$ cat src/rtl/apple_timing_pkg.sv
// Shared defaults, width helpers and frame-length constants for the Apple IIe timing generator.
// Imported by apple_timing_gen and apple_phase_counter.
package apple_timing_pkg;

    localparam int DEF_HALF_CYCLE      = 7;
    localparam int DEF_STRETCH         = 2;
    localparam int DEF_Q3_HIGH         = 4;
    localparam int DEF_CYCLES_PER_LINE = 65;

    localparam int LINES_NTSC_STD = 262;
    localparam int LINES_PAL_STD  = 312;

    // A counter holding 0..n-1 never needs fewer than one bit.
    function automatic int width_of(input int n);
        return (n > 1) ? $clog2(n) : 1;
    endfunction

    function automatic int h_width(input int cycles_per_line);
        return width_of(cycles_per_line);
    endfunction

    function automatic int v_width(input int lines_ntsc, input int lines_pal);
        return width_of((lines_ntsc > lines_pal) ? lines_ntsc : lines_pal);
    endfunction

    function automatic int t_width(input int half_cycle, input int stretch);
        return width_of(half_cycle + stretch);
    endfunction

endpackage

$ cat src/rtl/apple_phase_counter.sv
// PHI0 phase sequencer: tick counter t and phase bit p, including the stretched
// high phase of the last CPU cycle of each scan line.
module apple_phase_counter
    import apple_timing_pkg::*;
#(
    parameter int HALF_CYCLE = DEF_HALF_CYCLE,
    parameter int STRETCH    = DEF_STRETCH,
    parameter int Q3_HIGH    = DEF_Q3_HIGH,
    parameter int T_W        = t_width(DEF_HALF_CYCLE, DEF_STRETCH)
) (
    input  logic clk_14M,
    input  logic reset_n,
    input  logic run,
    input  logic last_cycle,
    output logic phase,
    output logic phase_end,
    output logic phi0,
    output logic q3,
    output logic phi0_rise,
    output logic phi0_fall
);

    // Last tick index of each phase kind; comparing against len-1 keeps the
    // constants inside T_W even when HALF_CYCLE+STRETCH is a power of two.
    localparam logic [T_W-1:0] T_LAST_NORM = T_W'(HALF_CYCLE - 1);
    localparam logic [T_W-1:0] T_LAST_LONG = T_W'(HALF_CYCLE + STRETCH - 1);
    localparam logic [T_W-1:0] T_Q3        = T_W'(Q3_HIGH);

    logic [T_W-1:0] t;
    logic           p;
    logic [T_W-1:0] t_last;

    // NOTE: every always_comb output gets a default first so no path can infer a latch.
    always_comb begin
        t_last = T_LAST_NORM;
        if (p && last_cycle) begin
            t_last = T_LAST_LONG;
        end
    end

    assign phase_end = (t == t_last);

    // NOTE: sequential state uses non-blocking assignments only; reset is synchronous.
    always_ff @(posedge clk_14M) begin
        if (!reset_n) begin
            t <= '0;
            p <= 1'b0;
        end else if (run) begin
            if (phase_end) begin
                t <= '0;
                p <= ~p;
            end else begin
                t <= t + T_W'(1);
            end
        end
    end

    assign phase     = p;
    assign phi0      = run & p;
    assign q3        = run & (t < T_Q3);
    assign phi0_rise = run & p & (t == '0);
    assign phi0_fall = run & ~p & (t == '0);

endmodule

$ cat src/rtl/apple_timing_gen.sv
// Apple IIe clock generator: 7M, PHI0, Q3 levels plus cycle/line/frame counters
// and strobes, all derived from the 14M master clock as enables.
module apple_timing_gen
    import apple_timing_pkg::*;
#(
    parameter int HALF_CYCLE      = DEF_HALF_CYCLE,
    parameter int STRETCH         = DEF_STRETCH,
    parameter int Q3_HIGH         = DEF_Q3_HIGH,
    parameter int CYCLES_PER_LINE = DEF_CYCLES_PER_LINE,
    parameter int LINES_NTSC      = LINES_NTSC_STD,
    parameter int LINES_PAL       = LINES_PAL_STD,
    localparam int H_W = h_width(CYCLES_PER_LINE),
    localparam int V_W = v_width(LINES_NTSC, LINES_PAL),
    localparam int T_W = t_width(HALF_CYCLE, STRETCH)
) (
    input  logic           clk_14M,
    input  logic           reset_n,
    input  logic           pal_sel,
    output logic           clk_7M,
    output logic           phi0,
    output logic           q3,
    output logic           phi0_rise,
    output logic           phi0_fall,
    output logic [H_W-1:0] h_count,
    output logic [V_W-1:0] v_count,
    output logic           line_start,
    output logic           frame_start,
    output logic           pal_active
);

    localparam logic [H_W-1:0] H_LAST      = H_W'(CYCLES_PER_LINE - 1);
    localparam logic [V_W-1:0] V_LAST_NTSC = V_W'(LINES_NTSC - 1);
    localparam logic [V_W-1:0] V_LAST_PAL  = V_W'(LINES_PAL - 1);

    logic           run;
    logic           c7;
    logic [H_W-1:0] h;
    logic [V_W-1:0] v;
    logic           pal_q;
    logic           phase;
    logic           phase_end;
    logic           last_cycle;
    logic [V_W-1:0] v_last;

    assign last_cycle = (h == H_LAST);
    // Frame length follows the mode latched at the previous wrap, not live pal_sel.
    assign v_last     = pal_q ? V_LAST_PAL : V_LAST_NTSC;

    apple_phase_counter #(
        .HALF_CYCLE (HALF_CYCLE),
        .STRETCH    (STRETCH),
        .Q3_HIGH    (Q3_HIGH),
        .T_W        (T_W)
    ) u_phase (
        .clk_14M    (clk_14M),
        .reset_n    (reset_n),
        .run        (run),
        .last_cycle (last_cycle),
        .phase      (phase),
        .phase_end  (phase_end),
        .phi0       (phi0),
        .q3         (q3),
        .phi0_rise  (phi0_rise),
        .phi0_fall  (phi0_fall)
    );

    // The release edge only sets run; counting starts on the edge after it.
    always_ff @(posedge clk_14M) begin
        if (!reset_n) begin
            run   <= 1'b0;
            c7    <= 1'b0;
            h     <= '0;
            v     <= '0;
            pal_q <= pal_sel;
        end else begin
            run <= 1'b1;
            if (run) begin
                c7 <= ~c7;
                if (phase_end && phase) begin
                    if (last_cycle) begin
                        h <= '0;
                        if (v == v_last) begin
                            v     <= '0;
                            pal_q <= pal_sel;
                        end else begin
                            v <= v + V_W'(1);
                        end
                    end else begin
                        h <= h + H_W'(1);
                    end
                end
            end
        end
    end

    assign clk_7M      = run & c7;
    assign h_count     = run ? h : '0;
    assign v_count     = run ? v : '0;
    assign line_start  = phi0_fall & (h == '0);
    assign frame_start = line_start & (v == '0);
    assign pal_active  = pal_q;

endmodule

$ cat config.mk
export PLATFORM = sky130hd
export DESIGN_NAME = apple_timing_gen
export DESIGN_NICKNAME = d
export VERILOG_FILES = /design/src/rtl/apple_timing_pkg.sv /design/src/rtl/apple_phase_counter.sv /design/src/rtl/apple_timing_gen.sv
export SDC_FILE = /design/constraint.sdc
export NUM_CORES = 1
export LEC_CHECK = 0
export CAP_MARGIN = 10
export CORE_AREA = 2 2 61 57
export DETAILED_ROUTE_END_ITERATION = 8
export DIE_AREA = 0 0 63 59
export DONT_BUFFER_PORTS = 1
export GPL_ROUTABILITY_DRIVEN = 0
export PLACE_DENSITY = 0.78
export SYNTH_ARGS = -nofsm -noshare
export SYNTH_HDL_FRONTEND = slang
export SYNTH_SLANG_ARGS = --single-unit
$ cat constraint.sdc
create_clock -name clk_14M -period 3.1 [get_ports clk_14M]
set_clock_uncertainty 0.15 [all_clocks]
set_input_delay 0.31 -clock clk_14M [delete_from_list [all_inputs] [get_ports clk_14M]]
set_output_delay 0.31 -clock clk_14M [all_outputs]
set_load 0.01 [all_outputs]
## Word level (Yosys, flattened, before mapping)

Index checks and enable logic that the tools add are counted.

| cells by class | value |
|---|---|
| add/subtract/negate cells | 3 |
| $mul | 0 |
| divide/modulo/power cells | 0 |
| magnitude comparators | 1 |
| equal/unequal tests | 7 |
| shift-type cells | 0 |
| mux-type cells | 13 |
| bitwise gates (word level) | 10 |
| reduce and logical (&&, ||, !) cells | 9 |

Operators by type and width:

| kind | number |
|---|---|
| two-way mux 9 bit | 2 |
| two-way mux 7 bit | 2 |
| adder 9 x 1 -> 9 bit (second input constant) | 1 |
| == test 9 bit | 1 |
| logical NOT 9 bit | 1 |
| AND 1 bit | 8 |
| two-way mux 4 bit | 2 |
| inequality test 2 x 1 -> 1 bit (second input constant) | 4 |
| adder 7 x 1 -> 7 bit (second input constant) | 1 |
| == test 7 bit (second input constant) | 1 |
| logical NOT 7 bit | 1 |
| two-way mux 1 bit | 6 |
| two-way mux 6 bit | 1 |
| adder 4 x 1 -> 4 bit (second input constant) | 1 |
| == test 4 bit | 1 |
| logical NOT 4 bit | 1 |
| less-than comparator 4 x 3 -> 1 bit (second input constant) | 1 |
| AND reduction 2 bit | 2 |
| AND reduction 4 bit | 1 |
| AND reduction 3 bit | 1 |
| logical AND 1 bit | 2 |
| NOT 1 bit | 2 |

| storage, ports and cells | value |
|---|---|
| bits in registers | 24 |
| bits in latches | 0 |
| bits in writable memories | 0 |
| bits in read-only memories | 0 |
| logic and storage cells | 50 |
| memories kept | 0 |

## Logic depth before layout (Yosys ltp)

| depth | value |
|---|---|
| depth in word-level cells | 8 |
| mapped depth | 6 |
| gate-level depth less buffers | 6 |

## By module

Synthesis repeated with hierarchy kept, for this count alone.

| second synthesis, totals | value |
|---|---|
| cell total of the unflattened synthesis | 173 |
| area, all modules | 1421.4 µm² |

By module, submodules not included:

| module | times used | cells each | area an instance (µm²) |
|---|---|---|---|
| apple_timing_gen | 1 | 130 | 1072.3 |
| apple_phase_counter | 1 | 43 | 349.1 |

## Worst setup path before layout

No wires, ideal clock.

| timing path | value |
|---|---|
| kind | flip-flop to output port |
| start point | register u_phase.t[0] |
| end point | output frame_start |
| data arrival time | 1487 ps |
| data required time | 2640 ps |
| slack | 1153 ps |
| stages on the path, launching flop included | 7 |
| path buffers | 0 |
| cell sequence | dfxtp_1 -> inv_1 -> ha_1 -> nand2b_1 -> nor3_1 -> and3_1 -> and4_1 |

| on the way | value |
|---|---|
| longest elaborated chain between the ends | 4 |

Ends and longest elaborated chain:

| item | line | source |
|---|---|---|
| start, declared | apple_phase_counter.sv:29 | `logic [T_W-1:0] t;` |
| start signal, assigned | apple_phase_counter.sv:53 | `t <= t + T_W'(1);` |
| logical NOT 4 bit | apple_phase_counter.sv:62 | `assign phi0_fall = run & ~p & (t == '0);` |
| AND 1 bit | apple_phase_counter.sv:62 |  |
| named net phi0_fall | apple_timing_gen.sv:23 | `output logic phi0_fall,` |
| AND 1 bit | apple_timing_gen.sv:99 | `assign line_start = phi0_fall & (h == '0);` |
| named net line_start | apple_timing_gen.sv:26 | `output logic line_start,` |
| AND 1 bit | apple_timing_gen.sv:100 | `assign frame_start = line_start & (v == '0);` |
| end, declared | apple_timing_gen.sv:27 | `output logic frame_start,` |

The timed path passes the listed nets, and every way through them passes these cells.

## Worst setup path after layout

Ends and elaborated chain as after synthesis.

==> results_dict.tcl <==
set metrics [dict create \
    overflow 0 \
    core-area_um2 3020 \
    max-slew-margin-rel_pct 58.2 \
    drc 0 \
    cpPeakStageDelay_ns 0.42 \
    io_buffers 0 \
    leakage_nw 0.582 \
    crit_arrival_ns 2.07 \
    syn_area_per_cell_um2 8.34 \
    seq_area_um2 490 \
    grt_antenna_before_repair 0 \
    die_h_um 59 \
    cts_tree "yes" \
    synthDistinctLibCells 50 \
    synth_edf_count 1 \
    cts_root_buffer "clkbuf_4" \
    clkSlewWorstSetupHoldPaths_ns 0.14 \
    setup_tns_ns 0 \
    post-route-period-util_pct 81.6 \
    wl_per_cell_um 15.8 \
    worstPathMaxFanout 8 \
    initial_core_util_pct 54.7 \
    n_antenna_cell 0 \
    dr.first_iter.drc_count 89 \
    cts_hold_buf 2 \
    grt_pass1_wl_mm 6.37 \
    cts.sinks 24 \
    cts_max_level 1 \
    period_needed_ns 2.53 \
    synth_fp_nets 207 \
    crit_end "frame_start" \
    first_pass_iters 4 \
    postRouteWirelength_mm 3.76 \
    die_area_um2 3720 \
    ioPinCount 27 \
    crit_buf_inv 1 \
    maxCapViolations 0 \
    ys.flop_type "dfxtp_1" \
    worstSetupStartpoint "u_phase.t[0]" \
    worstSetupPathType "flop to output port" \
    final_antenna_net_count 0 \
    die-width_um 63 \
    yosys_warnings 0 \
    finalInstanceArea_um2 1720 \
    cts_buffers 3 \
    crit_required_ns 2.64 \
    cp.depth 6 \
    crit_path_end_kind "output port" \
    async_flop_share_pct 0 \
    cts_resized 0 \
    worstReg2RegStart "h[0]" \
    reg2reg_depth 6 \
    fp-row-count 19 \
    p_per_area_nw_per_um2 300 \
    nFillCells 281 \
    setup_viol 0 \
    grt_start_max_net_pins 32 \
    ys_seq_area_share_pct 29.7 \
    syn_to_final_growth_pct 4.47 \
    max_freq_mhz 395 \
    clkLatencyLatePin_ns 0.32 \
    dp_hpwl_mm 2.63 \
    slowest_stage "nor3_1" \
    via_per_inst 6.24 \
    maxSlewViolCount 0 \
    multi_input_area_um2 1080 \
    grt_pass1_vias 1384 \
    cpLargestDelayFamily "simple AND/OR/NAND/NOR gates" \
    reg2reg_to "pal_active" \
    hold_class "input pin to flop" \
    netlist_instances 198 \
    gr-usage-all-layers_pct 21.5 \
    r2r_slack_ns 1.08 \
    synth.ff_latch_count 24 \
    vdd_drop_max_v 0.000140 \
    hold_viol_final 0 \
    post_cts_buffers 0 \
    drive_gt1_share_pct 10.2 \
    cts_buffer_depth 2 \
    worstSetupStartpointType "flop" \
    status "finished, final reports clean" \
    rsz0062_at_grt "no" \
    syn_area_um2 1650 \
    dpl_cell_area_um2 1670 \
    dr_total_vias 1484 \
    nets 206 \
    path_cells "inv_1 -> ha_1 -> nand2b_1 -> nor3_1 -> and3_1 -> and4_1" \
    worst_pin_slew_ns 0.626 \
]
## metrics by stage
| stage | setup WS (ns) | power, mW | hold WS, ns | std cells | util [%] |
|---|---|---|---|---|---|
| 5_1_grt | 0.413 | 0.542 | 0.0229 | 238 | 57.1 |
| 2_1_floorplan | 1.15 | 0.363 | 0.188 | 198 | - |
| 4_1_cts | 0.560 | 0.517 | 0.00115 | 237 | 56.8 |
| 3_3_place_gp | 0.974 | 0.365 | 0.190 | 231 | 55.2 |
| 6_report | 0.570 | 0.517 | 0.00801 | 238 | 57.1 |
| 3_5_place_dp | 0.923 | 0.368 | 0.191 | 231 | 55.2 |
## routing by layer
metal | part of all wire, % | global-route usage, % | routed length, µm
met1 | 43 | 26.5 | 1620
met2 | 49 | 37.2 | 1840
met3 | 7.1 | 3.80 | 269
met4 | 1.0 | 9.52 | 38
met5 | 0 | 0 | 0
## cell usage in the layout, fill, tap and decap left out, types with 4 or more instances in the layout
cell       n
a211oi_1   6
a21oi_1    6
and2_1    18
and3_1     5
dfxtp_1   23
ha_1       6
inv_1      9
nand2_1   19
nand2b_1   7
nand3_1    9
nand4_1    8
nor2_1     5
nor3_1     6
o21ai_0    5
o21ai_1    4
o22ai_1    6
or3_1      6
## logic make-up (layout without fill, tap and decap cells)
logic type               Yosys count  after routing  synth area share, %
AND/OR/NAND/NOR                  105            105                 39.6
AO/OA/AOI/OAI                     40             40                 19.1
flip-flops                        24             24                 29.7
buffers and inverters             19             17                 4.62
adder cells (fa/ha/maj)            6              6                 4.55
multiplexers                       3              3                 1.90
XOR/XNOR                           1              1                0.531
## how the worst min path moves through the flow
stage,startpoint,endpoint,slack [ns],depth (start not counted)
5_1_grt,reset_n,h[1],0.02,2
3_3_place_gp,reset_n,run,0.19,0
4_1_cts,reset_n,h[5],0.001,2
3_5_place_dp,reset_n,run,0.19,0
2_1_floorplan,reset_n,run,0.19,0
6_report,reset_n,h[2],0.008,2
## Yosys cell counts, drive strengths merged (4+ instances only)
| cell type | instances | area (µm²) |
|---|---|---|
| nor3 | 7 | 40.0 |
| and2 | 18 | 113 |
| nand3 | 11 | 72.6 |
| dfxtp | 23 | 460 |
| o22ai | 6 | 37.5 |
| ha | 6 | 75.1 |
| nor2 | 5 | 18.8 |
| a21oi | 6 | 30.0 |
| nand2b | 7 | 43.8 |
| or3 | 6 | 37.5 |
| clkbuf | 7 | 26.3 |
| inv | 9 | 33.8 |
| nor4 | 4 | 40.0 |
| nand4 | 8 | 50.1 |
| a211oi | 6 | 45.0 |
| and3 | 6 | 42.5 |
| nand2 | 20 | 77.6 |
| o21ai | 9 | 45.0 |
## area by class of cell
cell class,instances,area share [%]
inverters,9,1.96
clock buffers,4,1.52
repair buffers,4,2.18
flip-flops and latches,24,28.4
multi-input cells,155,62.8
well taps,42,3.05
## registers in the layout, indices dropped and copies added (netlist names)
name and flops:
c7 1, run 1, u_phase.phase 1, v 9
pal_active 1, h 7, u_phase.t 4
## power breakdown
part           internal, mW  leakage [nW]  switching (mW)
sequential            0.316         0.196         0.00719
combinational        0.0154         0.371          0.0289
clock                0.0504        0.0150          0.0988
total                 0.382         0.582           0.135
Note: power is estimated with default switching activity, not from simulation.
